<file path="config.mk">
export PLATFORM = sky130hd
export DESIGN_NAME = mem_arb
export DESIGN_NICKNAME = d
export VERILOG_FILES = /design/src/rtl/mem_arb.sv
export SDC_FILE = /design/constraint.sdc
export NUM_CORES = 1
export LEC_CHECK = 0
export ABC_CLOCK_PERIOD_IN_PS = 2450
export CELL_PAD_IN_SITES_DETAIL_PLACEMENT = 0
export CELL_PAD_IN_SITES_GLOBAL_PLACEMENT = 1
export CORE_UTILIZATION = 17
export CTS_CLUSTER_DIAMETER = 50
export DETAILED_ROUTE_END_ITERATION = 7
export PLACE_DENSITY = 0.89
export SYNTH_ARGS = -nofsm -noshare
export SYNTH_HDL_FRONTEND = slang
export SYNTH_SLANG_ARGS = --single-unit
</file>
<file path="constraint.sdc">
create_clock -name clk -period 2.45 [get_ports clk]
set_input_delay 0.735 -clock clk [delete_from_list [all_inputs] [get_ports clk]]
set_output_delay 0.735 -clock clk [all_outputs]
set_load 0.05 [all_outputs]
</file>
<file path="src/rtl/mem_arb.sv">
// rtl/mem_arb.sv - CPU/DMA single-port RAM arbiter that steals one CPU cycle per DMA access
// Optional: define MEM_ARB_DMA_WRITE_EN to let DMA grants write the RAM (otherwise DMA is read-only).
module mem_arb #(
    parameter int ADDR_W   = 14,
    parameter int MAX_WAIT = 4
) (
    input  logic              clk,
    input  logic              reset,
    input  logic [31:0]       cpu_ma,
    input  logic [31:0]       cpu_mdout,
    input  logic              cpu_mwe,
    output logic [31:0]       cpu_mdin,
    output logic              cpu_stall,
    input  logic              dma_req,
    input  logic [31:0]       dma_addr,
    input  logic              dma_we,
    input  logic [31:0]       dma_wdata,
    output logic              dma_gnt,
    output logic              dma_rvalid,
    output logic [31:0]       dma_rdata,
    output logic [ADDR_W-1:0] mem_addr,
    output logic [31:0]       mem_din,
    output logic              mem_we,
    input  logic [31:0]       mem_dout
);

    logic [3:0]  wait_cnt;
    logic        owner_q;
    logic        rvalid_q;
    logic [31:0] cpu_hold;
    logic        dma_wr;

`ifdef MEM_ARB_DMA_WRITE_EN
    assign dma_wr = dma_we;
`else
    logic unused_dma_we;
    assign unused_dma_we = dma_we;
    assign dma_wr        = 1'b0;
`endif

    // Byte-offset and high address bits are intentionally dropped.
    logic unused_addr_bits;
    assign unused_addr_bits = ^{cpu_ma[31:ADDR_W+2], cpu_ma[1:0],
                                dma_addr[31:ADDR_W+2], dma_addr[1:0]};

    assign dma_gnt   = !reset && dma_req && (wait_cnt == 4'(MAX_WAIT));
    assign cpu_stall = dma_gnt;

    assign mem_addr = dma_gnt ? dma_addr[ADDR_W+1:2] : cpu_ma[ADDR_W+1:2];
    assign mem_din  = dma_gnt ? dma_wdata : cpu_mdout;
    assign mem_we   = dma_gnt ? dma_wr : cpu_mwe;

    // Read data of a DMA grant lands one cycle later; reset in that cycle discards it.
    assign dma_rvalid = rvalid_q && !reset;
    assign dma_rdata  = mem_dout;

    // After a stolen cycle the RAM output belongs to the DMA, so the CPU sees its held word.
    assign cpu_mdin = owner_q ? cpu_hold : mem_dout;

    always_ff @(posedge clk) begin
        if (reset) begin
            wait_cnt <= 4'd0;
            owner_q  <= 1'b0;
            rvalid_q <= 1'b0;
            cpu_hold <= 32'd0;
        end else begin
            wait_cnt <= (dma_req && !dma_gnt) ? wait_cnt + 4'd1 : 4'd0;
            owner_q  <= dma_gnt;
            rvalid_q <= dma_gnt && !dma_wr;
            if (!owner_q)
                cpu_hold <= mem_dout;
        end
    end

endmodule
</file>
---- Word level (Yosys, flattened, before mapping) ----
Index checks and enable logic that the tools add are counted.
W data, S select, Z words.
cells by class
  bitwise logic cells ..................... 1
  reductions and logical operators ........ 7
  mux-type cells .......................... 4
  add/sub/neg operators ................... 1
  equality and inequality tests ........... 1
operators by type and width
  kind                   number
  $mux W32               2
  $mux W14               1
  $add A4 B1 Y4 const B  1
  $eq A4 B3 Y1 const B   1
  $logic_and A1 B1 Y1    4
  $logic_not A1 Y1       2
  $reduce_or A2 Y1       1
  $mux W1                1
  $not A1 Y1             1
storage, ports and cells
  input bits .............................. 165
  output and inout port bits .............. 114
  register bits after elaboration ......... 37
  word-level logic and storage cells ...... 17

---- Longest topological paths before layout ----
  word-level depth ........................ 7
  gate-level depth with buffers ........... 7
  gate-level depth less buffers ........... 5

---- Least setup slack after synthesis ----
Ideal clock, no wire load.
  path kind ............................... input port to output port
  start ................................... input dma_req
  end ..................................... output mem_we
  path buffers ............................ 1
  stages .................................. 3
  data required time ...................... 1,715 ps
  data arrival time ....................... 1,829 ps
  path slack .............................. -114 ps
  cell sequence ........................... nor3b_2 buf_4 nor2b_1
on the way
  cells in the longest elaborated chain, start to end .. 3
RTL lines
  element                           RTL line  RTL
  start: declaration                14        input logic dma_req,
  $logic_and A1 B1 Y1 (2 in a row)  46        assign dma_gnt = !reset && dma_req && (wait_cnt == 4'(MAX_WAIT));
  named net cpu_stall               13        output logic cpu_stall,
  $mux W1                           51        assign mem_we = dma_gnt ? dma_wr : cpu_mwe;
  end: declaration                  23        output logic mem_we,
The timed path passes the listed nets, and every way through them passes these cells.

---- Worst setup path after layout ----
  start ................................... register wait_cnt[0]
  end ..................................... output mem_din[2]
on the way
  cells in the longest elaborated chain, start to end .. 3
RTL lines
  element                   RTL line  RTL
  start: declaration        27        logic [3:0] wait_cnt;
  start signal: assignment  67        wait_cnt <= (dma_req && !dma_gnt) ? wait_cnt + 4'd1 : 4'd0;
  $eq A4 B3 Y1              46
  $logic_and A1 B1 Y1       46
  $mux W32                  50        assign mem_din = dma_gnt ? dma_wdata : cpu_mdout;
  end: declaration          22        output logic [31:0] mem_din,
Every way passes these cells.

==> impl_metrics.ini <==
[outcome]
status = complete, but fails checks
violations = setup timing

[power]
swShare = 0.308
ir_drop_mv = 0.240
p_clk_frac = 0.296
p_sw_uw = 780
power.leakage_uw = 0.00269
power-per-cell-area_nw_per_um2 = 399
p_comb_frac = 0.451
internal_power_uw = 1750
seq_power_share = 0.253

[worst_setup_path]
critPathKind = flop to output pin
worstPathCellList = inv_2 -> ha_4 -> nand3b_1 -> nor3b_4 -> buf_6 -> clkbuf_16 -> mux2_4 -> buf_8
reg2regPathDepth = 7
cp_slowest_stage_delay_ns = 0.33
critPathSlowestCell = dfxtp_2
start_kind = flop
endpoint_kind = output pin
crit_fanout = 6
critPathArrivalTime_ns = 2.00
crit_required_ns = 1.71
regToRegSetupSlack_ns = 1.16

[routing]
wl_per_cell_um = 16.7
via_count = 2487
final_antenna_net_count = 0
drc = 0
drt_pass1_iterations = 4
via_per_inst = 3.91
routed_wl_um = 10600
drt_iter0_drc = 83

[global_route]
grt-ovfl-total = 0
grt_pass1_vias = 2731
grtUsageTotal = 0.140
grt_pass1_wl_um = 15200
antenna_found_initial = 0
grt_max_degree = 36

[synth]
seq_area_frac_synth = 0.326
syn_area_sq_um = 2270
synth-async-reset-ratio = 0
ys_ff_latch = 37
synth-edff-count = 0
synth_ff_type = dfxtp_1
synth_area_leaders = dfxtp_1 33%, mux2_2 29%, buf_4 12%
ys_warn_count = 0
avgSynthCellArea_sq_um = 10.8
synthDistinctLibCells = 18
synth_area_leader_cell = dfxtp_1
netlist.area_leader.share = 0.326
synth_nets = 377
synth_cells = 210

[timing]
fmaxAchievable_ghz = 0.366
slew_violations = 0
min_period_over_period = 1.12
skew_ns = 0.00516
worst_slew_pin_slew_ns = 0.396
setup_ws_ns = -0.283
rsz0062_at_grt = yes
fin_hold_ws_ns = 0.531
hold_viol = 0
relSlewSlack = 0.736
setup_viol_count_final = 49
fin_crit_ns = 2.73

[placed_design]
hpwlAfterDp_um = 7590
port_buffers = 241
place_ws_ns = -0.646
place.gp.congestion = 0.860

[clock_network]
cts_made_buffers = 5
cts_tree = yes
cts_sinks = 37
root_buffer = clkbuf_16
clockBufferDepth = 2
clk_pin_slew_ns = 0.06
clock_latency_ns = 0.28
htree_levels = 2

[layout]
nNetsFinal = 630
drive_gt1_frac = 0.556
diodes = 0
fill_cells = 1148
area_delta_synth_final_pct = 179
postLayoutCoreUtil = 0.494
multiInputGateArea_sq_um = 1390
regArea_sq_um = 743

[min_path]
whs_path_depth = 2
min_path_type = flop to flop

[flow_run]
drv_cap = 0

[floorplan]
io_pins = 279
core-area_sq_um = 12800
die_h_um = 118
rows = 41
fp.dieArea_sq_um = 13800
dieWidth_um = 118
initial_core_util = 0.177
-- area by class of cell --
| class | instances | share of cell area |
|---|---|---|
| Sequential cell | 37 | 0.117 |
| Clock inverter | 1 | 0.00474 |
| Tap cell | 172 | 0.0339 |
| Multi-Input combinational cell | 125 | 0.219 |
| Inverter | 3 | 0.00178 |
| Timing Repair Buffer | 291 | 0.601 |
| Clock buffer | 7 | 0.0225 |
-- path summary, 6_finish.rpt --
| path | startpoint | endpoint |
|---|---|---|
| max | wait_cnt[0]$_SDFF_PP0_ | mem_din[2] |
| min | wait_cnt[3]$_SDFF_PP0_ | wait_cnt[3]$_SDFF_PP0_ |
| max reg2reg | wait_cnt[0]$_SDFF_PP0_ | wait_cnt[2]$_SDFF_PP0_ |
| min reg2reg | wait_cnt[3]$_SDFF_PP0_ | wait_cnt[3]$_SDFF_PP0_ |
-- cell families after synthesis --
| logic type | Yosys count | synth area share |
|---|---|---|
| XOR/XNOR | 2 | 0.00770 |
| adder cells (fa/ha/maj) | 2 | 0.0110 |
| buffers and inverters | 48 | 0.152 |
| flip-flops | 37 | 0.326 |
| multiplexers | 78 | 0.386 |
| AND/OR/NAND/NOR | 43 | 0.118 |
-- timing repair --
item / CTS / global route
buffers inserted: 6 / 3
endpoints found under the setup margin: 50 / 50
pin swaps: 1 / 1
gates cloned: 3 / 4
resized for setup: 60 / 94
hold buffers: 0 / 0
hold endpoints to repair: 0 / 0
-- metal layers --
| layer | up-vias | wire [um] | global-route usage |
|---|---|---|---|
| met5 | - | 0 | 0 |
| met4 | 0 | 138 | 0.0361 |
| met1 | 1191 | 4240 | 0.164 |
| met2 | 95 | 5630 | 0.249 |
| li1 | 1186 | - | - |
| met3 | 15 | 622 | 0.0417 |
-- sequential cells by signal (all words and copies together) (netlist names) --
| register | cells |
|---|---|
| wait_cnt | 4 |
| owner_q | 1 |
| cpu_hold | 32 |
-- stage by stage --
| step | area, sq um | total power, uW | cells | TNS [ns] |
|---|---|---|---|---|
| floorplan | 2280 | 1140 | 210 | -0.736 |
| global placement | 5450 | 1680 | 615 | -29.51 |
| detailed placement | 5450 | 1700 | 615 | -29.22 |
| CTS | 5970 | 2510 | 632 | -15.76 |
| global route | 6340 | 2620 | 636 | -16.91 |
| finish | 6340 | 2530 | 636 | -12.34 |
-- worst max-delay path, delay by kind of cell (launching register included) --
| kind | cells | cell delay, ns |
|---|---|---|
| mux | 1 | 0.32 |
| fa+ha+maj | 1 | 0.12 |
| simple gates | 2 | 0.37 |
| flops | 1 | 0.33 |
| buf+inv | 4 | 0.57 |
-- cell usage in the layout, fill, tap and decap left out, types with 2 or more instances in the layout --
cell / count
clkdlybuf4s50_1: 125
buf_12: 71
mux2_4: 46
buf_8: 42
buf_4: 36
dfxtp_1: 35
nor2b_1: 33
mux2_2: 32
buf_6: 11
clkbuf_16: 8
nor2_1: 4
inv_2: 2
nand3b_1: 2
clkbuf_2: 2
dfxtp_2: 2
-- cell usage after synthesis, drive strengths merged (2+ instances only) --
cell type	count
clkbuf	4
inv	3
nand3b	2
nor2b	34
dfxtp	37
buf	41
mux2	78
nor2	4
nor3b	2
ha	2
-- power groups by stage --
stage               clock network, uW  registers, uW  logic, uW
floorplan                           0            649        493
global placement                    0            650       1030
detailed placement                  0            652       1040
CTS                               784            639       1080
global route                      800            641       1180
finish                            750            639       1140
No activity file was read; power rests on OpenSTA's default activity.
